**src/rtl/lw_sha_pkg.sv**
```systemverilog
// Shared SHA/HMAC definitions: key feeder state, key block size, HMAC pad bytes.
// No logic; WORD_SIZE follows the build-wide `WORD_SIZE define (32 if undefined).
// Imported by the key feeder interface and the key feeder block.
`ifndef WORD_SIZE
`define WORD_SIZE 32
`endif

package lw_sha_pkg;

  localparam int WORD_SIZE       = `WORD_SIZE;
  localparam int KEY_BLOCK_WORDS = 16;
  localparam int KEY_IDX_W       = $clog2(KEY_BLOCK_WORDS);

  // Inner/outer pad bytes, consumed by the HMAC core when it XORs the key block.
  localparam logic [7:0] HMAC_IPAD = 8'h36;
  localparam logic [7:0] HMAC_OPAD = 8'h5c;

  typedef enum logic [1:0] {
    FEED_EMPTY  = 2'd0,
    FEED_LOADED = 2'd1,
    FEED_STREAM = 2'd2
  } feed_state_e;

endpackage

```
**src/rtl/lw_hmac_key_feeder_if.sv**
```systemverilog
// Key stream from the feeder to the HMAC core key port (valid/ready).
// Signals: key_o (core key_i), key_valid_o (core key_valid_i), key_ready_i (core key_ready_o).
// master = feeder side, slave = HMAC core side.
interface lw_hmac_key_feeder_if;
  import lw_sha_pkg::*;

  logic [WORD_SIZE-1:0] key_o;
  logic                 key_valid_o;
  logic                 key_ready_i;

  modport master (output key_o, output key_valid_o, input key_ready_i);
  modport slave  (input key_o, input key_valid_o, output key_ready_i);

endinterface

```
**src/rtl/lw_hmac_key_feeder.sv**
```systemverilog
// Key staging buffer: 16 words written by the host, streamed as one zero-padded key block.
// Latency: first word valid the cycle after a start; 1 word/cycle; done pulse after word 16.
// Backpressure: key_o/key_valid_o hold while key_ready_i is low; abort_i cancels the stream.
// Ports: clk_i/aresetn_i; host side wr_en_i/wr_idx_i/wr_data_i, key_len_i+commit_i, clear_i;
// control stream_start_i/abort_i; key_if (master) to the core; status key_loaded_o, busy_o,
// stream_done_o, err_o.
module lw_hmac_key_feeder
  import lw_sha_pkg::*;
#(
  parameter int KEY_WORDS = KEY_BLOCK_WORDS
) (
  input  logic                 clk_i,
  input  logic                 aresetn_i,
  input  logic                 wr_en_i,
  input  logic [3:0]           wr_idx_i,
  input  logic [WORD_SIZE-1:0] wr_data_i,
  input  logic [4:0]           key_len_i,
  input  logic                 commit_i,
  input  logic                 clear_i,
  input  logic                 stream_start_i,
  input  logic                 abort_i,
  lw_hmac_key_feeder_if.master key_if,
  output logic                 key_loaded_o,
  output logic                 busy_o,
  output logic                 stream_done_o,
  output logic                 err_o
);

  localparam int IDX_W = $clog2(KEY_WORDS);

  feed_state_e          state_q, state_d;
  logic [IDX_W-1:0]     idx_q, idx_d;
  logic [4:0]           len_q, len_d;
  logic [WORD_SIZE-1:0] key_q, key_d;
  logic                 err_q, err_d;
  logic                 done_q, done_d;
  logic                 buf_we, buf_zero;
  logic                 len_ok;

  // Flop array (not RAM) so clear_i can zeroize every word in one cycle.
  logic [WORD_SIZE-1:0] buf_q [KEY_WORDS];

  // Words at or past the committed length are presented as zero padding.
  function automatic logic [WORD_SIZE-1:0] word_at(input logic [IDX_W-1:0] i);
    return ({1'b0, i} < len_q) ? buf_q[i] : '0;
  endfunction

  assign len_ok = (key_len_i != 5'd0) && (key_len_i <= 5'(KEY_WORDS));

  always_comb begin
    state_d  = state_q;
    idx_d    = idx_q;
    len_d    = len_q;
    key_d    = key_q;
    err_d    = err_q;
    done_d   = 1'b0;
    buf_we   = 1'b0;
    buf_zero = 1'b0;

    if (clear_i) begin
      // Zeroize overrides any write, commit, start or transfer in the same cycle.
      buf_zero = 1'b1;
      len_d    = '0;
      key_d    = '0;
      idx_d    = '0;
      err_d    = 1'b0;
      state_d  = FEED_EMPTY;
    end else begin
      case (state_q)
        FEED_EMPTY, FEED_LOADED: begin
          if (wr_en_i) begin
            // A modified key must be re-committed before it can be streamed.
            buf_we  = 1'b1;
            state_d = FEED_EMPTY;
          end
          if (commit_i) begin
            // Evaluated after a same-cycle write, so write+commit ends LOADED.
            if (len_ok) begin
              len_d   = key_len_i;
              err_d   = 1'b0;
              state_d = FEED_LOADED;
            end else begin
              err_d   = 1'b1;
              state_d = FEED_EMPTY;
            end
          end else if (stream_start_i) begin
            if (state_q == FEED_LOADED && !wr_en_i) begin
              idx_d   = '0;
              key_d   = word_at('0);
              state_d = FEED_STREAM;
            end else if (state_q == FEED_EMPTY) begin
              err_d = 1'b1;
            end
          end
        end

        FEED_STREAM: begin
          if (wr_en_i) err_d = 1'b1;
          if (abort_i) begin
            key_d   = '0;
            idx_d   = '0;
            state_d = FEED_LOADED;
          end else if (key_if.key_ready_i) begin
            if (idx_q == IDX_W'(KEY_WORDS - 1)) begin
              key_d   = '0;
              idx_d   = '0;
              done_d  = 1'b1;
              state_d = FEED_LOADED;
            end else begin
              idx_d = idx_q + 1'b1;
              key_d = word_at(idx_q + 1'b1);
            end
          end
        end

        default: state_d = FEED_EMPTY;
      endcase
    end
  end

  always_ff @(posedge clk_i or negedge aresetn_i) begin
    if (!aresetn_i) begin
      state_q <= FEED_EMPTY;
      idx_q   <= '0;
      len_q   <= '0;
      key_q   <= '0;
      err_q   <= 1'b0;
      done_q  <= 1'b0;
    end else begin
      state_q <= state_d;
      idx_q   <= idx_d;
      len_q   <= len_d;
      key_q   <= key_d;
      err_q   <= err_d;
      done_q  <= done_d;
    end
  end

  always_ff @(posedge clk_i or negedge aresetn_i) begin
    if (!aresetn_i) begin
      for (int i = 0; i < KEY_WORDS; i++) buf_q[i] <= '0;
    end else if (buf_zero) begin
      for (int i = 0; i < KEY_WORDS; i++) buf_q[i] <= '0;
    end else if (buf_we) begin
      buf_q[wr_idx_i[IDX_W-1:0]] <= wr_data_i;
    end
  end

  assign key_if.key_o       = key_q;
  assign key_if.key_valid_o = (state_q == FEED_STREAM);
  assign busy_o             = (state_q == FEED_STREAM);
  assign key_loaded_o       = (state_q != FEED_EMPTY);
  assign stream_done_o      = done_q;
  assign err_o              = err_q;

endmodule

```
**src/flat_wrapper.sv**
```systemverilog
// flat-port wrapper written by rule: the top's interface ports become plain ports
module lw_hmac_key_feeder_flat import lw_sha_pkg::*;
#(
  parameter int KEY_WORDS = KEY_BLOCK_WORDS
)
  (clk_i, aresetn_i, wr_en_i, wr_idx_i, wr_data_i, key_len_i, commit_i, clear_i, stream_start_i, abort_i, key_loaded_o, busy_o, stream_done_o, err_o, key_if_key_o, key_if_key_valid_o, key_if_key_ready_i);
  lw_hmac_key_feeder_if key_if_i ();
  input  logic clk_i;
  input  logic aresetn_i;
  input  logic wr_en_i;
  input  logic [3:0] wr_idx_i;
  input  logic [WORD_SIZE-1:0] wr_data_i;
  input  logic [4:0] key_len_i;
  input  logic commit_i;
  input  logic clear_i;
  input  logic stream_start_i;
  input  logic abort_i;
  output logic key_loaded_o;
  output logic busy_o;
  output logic stream_done_o;
  output logic err_o;
  output wire logic [$bits(key_if_i.key_o)-1:0] key_if_key_o;
  output wire logic [$bits(key_if_i.key_valid_o)-1:0] key_if_key_valid_o;
  input wire logic [$bits(key_if_i.key_ready_i)-1:0] key_if_key_ready_i;
  assign key_if_key_o = key_if_i.key_o;
  assign key_if_key_valid_o = key_if_i.key_valid_o;
  assign key_if_i.key_ready_i = key_if_key_ready_i;
  lw_hmac_key_feeder #(.KEY_WORDS(KEY_WORDS)) u_core (.clk_i(clk_i), .aresetn_i(aresetn_i), .wr_en_i(wr_en_i), .wr_idx_i(wr_idx_i), .wr_data_i(wr_data_i), .key_len_i(key_len_i), .commit_i(commit_i), .clear_i(clear_i), .stream_start_i(stream_start_i), .abort_i(abort_i), .key_if(key_if_i), .key_loaded_o(key_loaded_o), .busy_o(busy_o), .stream_done_o(stream_done_o), .err_o(err_o));
endmodule
```
**config.mk**
```make
export PLATFORM = sky130hd
export DESIGN_NAME = lw_hmac_key_feeder_flat
export DESIGN_NICKNAME = d
export VERILOG_FILES = /design/src/rtl/lw_sha_pkg.sv /design/src/rtl/lw_hmac_key_feeder_if.sv /design/src/rtl/lw_hmac_key_feeder.sv /design/src/flat_wrapper.sv
export SDC_FILE = /design/constraint.sdc
export NUM_CORES = 1
export LEC_CHECK = 0
export ABC_AREA = 1
export CAP_MARGIN = 20
export CORE_UTILIZATION = 50
export CTS_BUF_LIST = sky130_fd_sc_hd__clkbuf_8
export CTS_CLUSTER_DIAMETER = 200
export DETAILED_ROUTE_END_ITERATION = 16
export GPL_ROUTABILITY_DRIVEN = 0
export PLACE_DENSITY_LB_ADDON = 0.3
export SLEW_MARGIN = 0
export SYNTH_ARGS = -nofsm -noshare
export SYNTH_HDL_FRONTEND = slang
export SYNTH_SLANG_ARGS = --single-unit
export TNS_END_PERCENT = 100
```
**constraint.sdc**
```tcl
create_clock -name clk_i -period 3.1 [get_ports clk_i]
set_clock_uncertainty 0.15 [all_clocks]
set_input_delay 0.775 -clock clk_i [delete_from_list [all_inputs] [get_ports clk_i]]
set_output_delay 0.775 -clock clk_i [all_outputs]
set_load 0.03 [all_outputs]
```
# Word-level counts from Yosys, hierarchy flattened
# Index checks and enable logic that the tools add are counted.
totals:
  output_inout_bits: 37
  memories: 0
  wordCells: 117
  latchBits: 0
  mem_bits_ro: 0
  regBits: 557
  ramBits: 0
classes:
  n_reduce_logical: 17
  n_addsub: 1
  n_shift: 0
  n_mux: 57
  bitwise_logic: 2
  eq_ne: 12
  n_div: 0
  n_lt_le_gt_ge: 6
  n_mul: 0
op_table:
  columns: ["op", "count"]
  rows:
  - ["$mux W512", 2]
  - ["$bwmux W512", 1]
  - ["$mux W32", 12]
  - ["$bmux W32 S4", 1]
  - ["$demux W32 S4", 1]
  - ["$pmux W32 S2", 1]
  - ["$mux W4", 7]
  - ["$mux W5", 4]
  - ["$mux W1", 17]
  - ["$mux W2", 8]
  - ["$ne A4 B3 Y1 const B", 3]
  - ["$ge A5 B5 Y1 const B", 2]
  - ["$not A4 Y5", 2]
  - ["$reduce_and A5 Y1", 2]
  - ["$reduce_bool A2 Y1", 5]
  - ["$ne A3 B3 Y1 const B", 3]
  - ["$ne A4 B4 Y1 const B", 2]
  - ["$pmux W4 S2", 1]
  - ["$le A5 B5 Y1 const B", 1]
  - ["$lt A1 B5 Y1 const A", 1]
  - ["$lt A4 B5 Y1", 1]
  - ["$lt A5 B1 Y1 const B", 1]
  - ["$reduce_bool A5 Y1", 1]
  - ["$add A4 B1 Y4 const B", 1]
  - ["other kinds (13)", 15]

# Logic depth before layout (Yosys ltp)
depth:
  ltp_word: 11
  mapped_depth: 15
  mapped_depth_nobuf: 12

# Worst setup path after synthesis
# No wires, ideal clock.
synth_timing:
  path_type: "register -> register"
  from: "register u_core.idx_q[0]"
  to: "register u_core.key_q[10] (netlist: u_core.key_if.key_o[10])"
  path_stages_with_launch: 16
  slack_ps: 641
  arrival_time_ps: 2244
  cell_sequence: "dfrtp_1 ha_1 nand2_1 inv_2 nor2_1 buf_2 buf_2 ha_1 a21oi_1 o21ai_0 nor2_1 buf_2 nand4_1 nand2_1 nand2_1 nand2_1"
synth_via:
  elab_chain_cells: 11
synth_rtl:
  columns: ["element", "line", "source"]
  rows:
  - ["from (decl)", "lw_hmac_key_feeder.sv:32", "logic [IDX_W-1:0] idx_q, idx_d;"]
  - ["from (signal assigned)", "lw_hmac_key_feeder.sv:131", "idx_q <= idx_d;"]
  - ["$add A4 B1 Y4", "lw_hmac_key_feeder.sv:111", "key_d = word_at(idx_q + 1'b1);"]
  - ["$not A4 Y5 (not written as such)", "lw_hmac_key_feeder.sv:45", "return ({1'b0, i} < len_q) ? buf_q[i] : '0;"]
  - ["$bmux W32 S4", "lw_hmac_key_feeder.sv:45", null]
  - ["$mux W32 (not written as such) (2 in a row)", "lw_hmac_key_feeder.sv:45", null]
  - ["$mux W32", "lw_hmac_key_feeder.sv:45", null]
  - ["$mux W32 *", "lw_hmac_key_feeder.sv:104", "if (idx_q == IDX_W'(KEY_WORDS - 1)) begin"]
  - ["$mux W32 *", "lw_hmac_key_feeder.sv:103", "end else if (key_if.key_ready_i) begin"]
  - ["$mux W32 *", "lw_hmac_key_feeder.sv:99", "if (abort_i) begin"]
  - ["$pmux W32 S2 *", "lw_hmac_key_feeder.sv:69", "case (state_q)"]
  - ["$mux W32 *", "lw_hmac_key_feeder.sv:60", "if (clear_i) begin"]
  - ["to (signal assigned)", "lw_hmac_key_feeder.sv:133", "key_q <= key_d;"]
  - ["to (decl)", "lw_hmac_key_feeder.sv:34", "logic [WORD_SIZE-1:0] key_q, key_d;"]
# Mark *: on every way between the ends. The rest lies on a longest branch, timed or not. The select of a mux whose other input is x is not followed.
# A chain may end at the register's enable or synchronous reset.

# Worst setup path after layout
layout_timing:
  from: "register u_core.state_q[1]"
  to: "output key_if_key_valid_o"
layout_via:
  elab_chain_cells: 1
layout_rtl:
  columns: ["element", "line", "source"]
  rows:
  - ["from (decl)", "lw_hmac_key_feeder.sv:31", "feed_state_e state_q, state_d;"]
  - ["from (signal assigned)", "lw_hmac_key_feeder.sv:130", "state_q <= state_d;"]
  - ["$eq A2 B2 Y1", "lw_hmac_key_feeder.sv:150", "assign key_if.key_valid_o = (state_q == FEED_STREAM);"]
  - ["to (decl)", "flat_wrapper.sv:23", "output wire logic [$bits(key_if_i.key_valid_o)-1:0] key_if_key_valid_o;"]
# No other way between the ends.

==> impl_metrics.prom <==
# TYPE chip_impl_metric gauge
chip_impl_info{name="outcome",value="finished, final reports clean"} 1
chip_impl_metric{name="clock_path_buffers",unit=""} 3
chip_impl_metric{name="max-slew-margin-rel",unit="%"} 35.53
chip_impl_metric{name="initialDrtViolationCount",unit=""} 3314
chip_impl_info{name="worstPathCellList",value="inv_2 > nor2_4 > clkdlybuf4s50_1"} 1
chip_impl_metric{name="dpl_cell_area",unit="sq mm"} 0.02823
chip_impl_metric{name="drcViolationCount",unit=""} 0
chip_impl_metric{name="synth.yosys.seq_area_share",unit="%"} 52.68
chip_impl_metric{name="cts_setup_buffers",unit=""} 0
chip_impl_info{name="worstSetupStartpointType",value="flop"} 1
chip_impl_metric{name="leakage",unit="nW"} 12.99
chip_impl_metric{name="num_rows",unit=""} 83
chip_impl_metric{name="antenna_found_initial",unit=""} 2
chip_impl_metric{name="finalNetCount",unit=""} 3269
chip_impl_metric{name="wirelength",unit="um"} 88360
chip_impl_metric{name="grt_first_pass_wirelength",unit="um"} 137400
chip_impl_info{name="synth_flop_cell",value="sky130_fd_sc_hd__dfrtp_1"} 1
chip_impl_metric{name="fillCellCount",unit=""} 4494
chip_impl_metric{name="critPathMaxStageDelay",unit="ns"} 0.69
chip_impl_metric{name="drtPass1Iterations",unit=""} 9
chip_impl_metric{name="cp_max_fo",unit=""} 5
chip_impl_metric{name="final_layout_size_suffix_gt1_share",unit="%"} 9.702
chip_impl_metric{name="area_growth",unit="%"} 13.89
chip_impl_metric{name="routed_wire_length_per_instance",unit="um"} 22.26
chip_impl_metric{name="syn_area",unit="sq mm"} 0.02646
chip_impl_metric{name="synth.lib_cells_used.distinct",unit=""} 31
chip_impl_metric{name="port_buffers",unit=""} 85
chip_impl_metric{name="yosysWarningCount",unit=""} 0
chip_impl_metric{name="postSynthAreaPerCell",unit="sq um"} 8.308
chip_impl_metric{name="cts-resized-gates",unit=""} 0
chip_impl_metric{name="required",unit="ns"} 2.17
chip_impl_metric{name="globalRouteOverflowTotal",unit=""} 0
chip_impl_metric{name="max_cap_viol_count",unit=""} 0
chip_impl_metric{name="area_enclosed_by_the_die_boundary",unit="sq mm"} 0.05384
chip_impl_info{name="cts_root_buf",value="sky130_fd_sc_hd__clkbuf_8"} 1
chip_impl_metric{name="synthesis.instances",unit=""} 3185
chip_impl_metric{name="vias_per_cell",unit=""} 6.040
chip_impl_metric{name="chipWidth",unit="um"} 232.0
chip_impl_metric{name="fp.coreArea",unit="sq mm"} 0.05182
chip_impl_metric{name="antenna_violating_nets_post_route",unit=""} 0
chip_impl_info{name="crit_slowest_cell",value="sky130_fd_sc_hd__clkdlybuf4s50_1"} 1
chip_impl_info{name="cp-end-kind",value="output port"} 1
chip_impl_metric{name="cp_num_buf_inv",unit=""} 2
chip_impl_metric{name="dr_total_vias",unit=""} 23970
chip_impl_metric{name="max_freq",unit="MHz"} 341.3
chip_impl_metric{name="power_density_over_the_cells",unit="mW/mm^2"} 505.4
chip_impl_metric{name="syn-num-nets",unit=""} 3238
chip_impl_metric{name="register_bit_count_reported_by_yosys",unit=""} 557
chip_impl_metric{name="num_io_pins",unit=""} 86
chip_impl_metric{name="dieHeight",unit="um"} 232.0
chip_impl_metric{name="ir_worst_vdd",unit="uV"} 383.2
chip_impl_info{name="cell_family_contributing_the_most_delay_on_the_critical_path",value="buffers and inverters"} 1
chip_impl_info{name="rsz_0062_raised_after_global_routing",value="no"} 1
chip_impl_info{name="path_class",value="reg -> out"} 1
chip_impl_metric{name="fin_tns_setup",unit="ns"} 0
chip_impl_metric{name="synthArstFlopShare",unit="%"} 100.0
chip_impl_metric{name="final_hold_vios",unit=""} 0
chip_impl_metric{name="hpwlAfterDp",unit="um"} 51200
chip_impl_metric{name="final_period_minus_worst_setup_slack",unit="ns"} 2.930
chip_impl_metric{name="period_share",unit="%"} 94.52
chip_impl_metric{name="clock_sinks",unit=""} 557
chip_impl_metric{name="setup_viol_count_final",unit=""} 0
chip_impl_metric{name="grt_usage",unit="%"} 33.37
chip_impl_metric{name="cts.hold.buffers_added",unit=""} 1
chip_impl_metric{name="cts_max_level",unit=""} 3
chip_impl_metric{name="number_of_global_route_vias_before_repair",unit=""} 23660
chip_impl_metric{name="number_of_synthesized_flops_with_an_enable_pin",unit=""} 0
chip_impl_metric{name="clk_latency",unit="ns"} 0.69
chip_impl_info{name="clock_tree_from_tritoncts",value="yes"} 1
chip_impl_metric{name="cts_buffers",unit=""} 90
chip_impl_metric{name="crit_arrival",unit="ns"} 2.01
chip_impl_metric{name="grt_max_degree",unit=""} 115
chip_impl_metric{name="clkTransAtPathRegs",unit="ns"} 0.06
chip_impl_info{name="holdCritPathClass",value="reg -> reg"} 1
chip_impl_metric{name="finalHoldWorstSlack",unit="ns"} 0.3266
chip_impl_metric{name="timing_worst_slew_pin_value",unit="ns"} 0.9671
chip_impl_metric{name="stdcell_area",unit="sq mm"} 0.03014
chip_impl_metric{name="final_max_tran_viols",unit=""} 0
chip_impl_metric{name="floorplan.initialDensity",unit="%"} 51.06
## tightest hold or removal path: stages, from the launching register on
cell and delay (ns):
sky130_fd_sc_hd__dfrtp_1 0.34, sky130_fd_sc_hd__nand2_1 0.05, sky130_fd_sc_hd__nand2_1 0.05
## cell families (layout without fill, tap and decap cells)
logic type	Yosys count	after routing	share of synthesized area (%)
and+or+nand+nor	1255	1255	21.20
buffers and inverters	820	923	12.80
DFF	557	557	52.68
AOI/OAI and AO/OA	547	547	13.04
adders and majority gates	4	4	0.1892
xor gates and xnor gates	2	2	0.09459
other	0	1	0
## metrics by stage
stage	instances	utilization, %	total power [mW]	worst slack (ns)
3_3_place_gp	3803	54.48	8.667	0.1535
2_1_floorplan	3185	-	8.058	0.6411
3_5_place_dp	3803	54.48	8.687	0.2174
5_1_grt	3969	58.15	15.65	0.09838
6_report	3969	58.15	15.23	0.1697
4_1_cts	3968	58.15	15.24	0.1388
## cells in the final DEF (no fill, tap or decap), drive strengths merged, types with 15 or more instances in the layout
master / instances
nand2: 700
inv: 587
dfrtp: 557
o22ai: 512
nand3: 487
clkbuf: 118
buf: 112
clkdlybuf4s50: 84
nand4: 35
nor2: 30
o21ai: 27
clkinv: 15
## path summary, 6_finish.rpt
path                                                     from                                  end  slack (ns)  cells after the start
hold reg to reg            u_core.key_if.key_o[0]$_DFFE_PN0P_   u_core.key_if.key_o[0]$_DFFE_PN0P_        0.33                      2
setup reg to reg                  u_core.idx_q[0]$_DFFE_PN0P_  u_core.key_if.key_o[11]$_DFFE_PN0P_        0.47                     12
max in group asynchronous                           aresetn_i         u_core.buf_q[32]$_DFFE_PN0P_        1.40                      3
hold / removal             u_core.key_if.key_o[0]$_DFFE_PN0P_   u_core.key_if.key_o[0]$_DFFE_PN0P_        0.33                      2
setup / recovery                u_core.state_q[1]$_DFFE_PN0P_                   key_if_key_valid_o        0.17                      3
min in group asynchronous                           aresetn_i        u_core.buf_q[263]$_DFFE_PN0P_        0.45                      2
## cell usage after synthesis, types with 2 or more instances
cell type	count	share of area (%)
sky130_fd_sc_hd__a21oi_1	3	0.057
sky130_fd_sc_hd__buf_1	8	0.11
sky130_fd_sc_hd__buf_2	142	2.7
sky130_fd_sc_hd__buf_4	19	0.54
sky130_fd_sc_hd__buf_6	5	0.21
sky130_fd_sc_hd__buf_8	2	0.11
sky130_fd_sc_hd__clkbuf_1	82	1.2
sky130_fd_sc_hd__dfrtp_1	557	53
sky130_fd_sc_hd__ha_1	4	0.19
sky130_fd_sc_hd__inv_1	555	7.9
sky130_fd_sc_hd__inv_2	7	0.099
sky130_fd_sc_hd__nand2_1	669	9.5
sky130_fd_sc_hd__nand2_2	14	0.33
sky130_fd_sc_hd__nand2_4	17	0.72
sky130_fd_sc_hd__nand3_1	487	9.2
sky130_fd_sc_hd__nand4_1	35	0.83
sky130_fd_sc_hd__nor2_1	26	0.37
sky130_fd_sc_hd__nor2_4	2	0.085
sky130_fd_sc_hd__nor3_1	2	0.038
sky130_fd_sc_hd__o211ai_1	2	0.057
sky130_fd_sc_hd__o21ai_0	11	0.21
sky130_fd_sc_hd__o21ai_2	16	0.53
sky130_fd_sc_hd__o22ai_1	512	12
## metal layers
metal	global-route usage, %	vias to the layer above	wire, um
li1	-	10550	-
met1	45.98	11540	35370
met2	49.73	1617	38670
met3	7.797	260	10230
met4	15.87	0	4088
met5	0	-	0
## final cells by class
class,count,area [sq um],area share [%]
Antenna cell,1,2.502,0.008304
Clock buffer,118,1624,5.389
Clock inverter,46,269.0,0.8926
Inverter,562,2120,7.033
Multi-Input combinational cell,1808,9304,30.87
Sequential cell,557,13940,46.26
Tap cell,680,850.8,2.823
Timing Repair Buffer,197,2024,6.718
## report_power, final
group	internal (mW)	switching, mW	leakage [nW]
Combinational	0.312	0.862	4.17
Sequential	7.36	0.0538	7.75
Clock	3.58	3.06	1.07
Total	11.3	3.97	13.0
## flip-flops by register name, indices dropped and copies added, names as in the netlist
| register | count |
|---|---|
| u_core.idx_q | 4 |
| u_core.stream_done_o | 1 |
| u_core.buf_q | 512 |
| u_core.err_o | 1 |
| u_core.len_q | 5 |
| u_core.state_q | 2 |
| u_core.key_if.key_o | 32 |
Note: power is estimated with default switching activity, not from simulation.
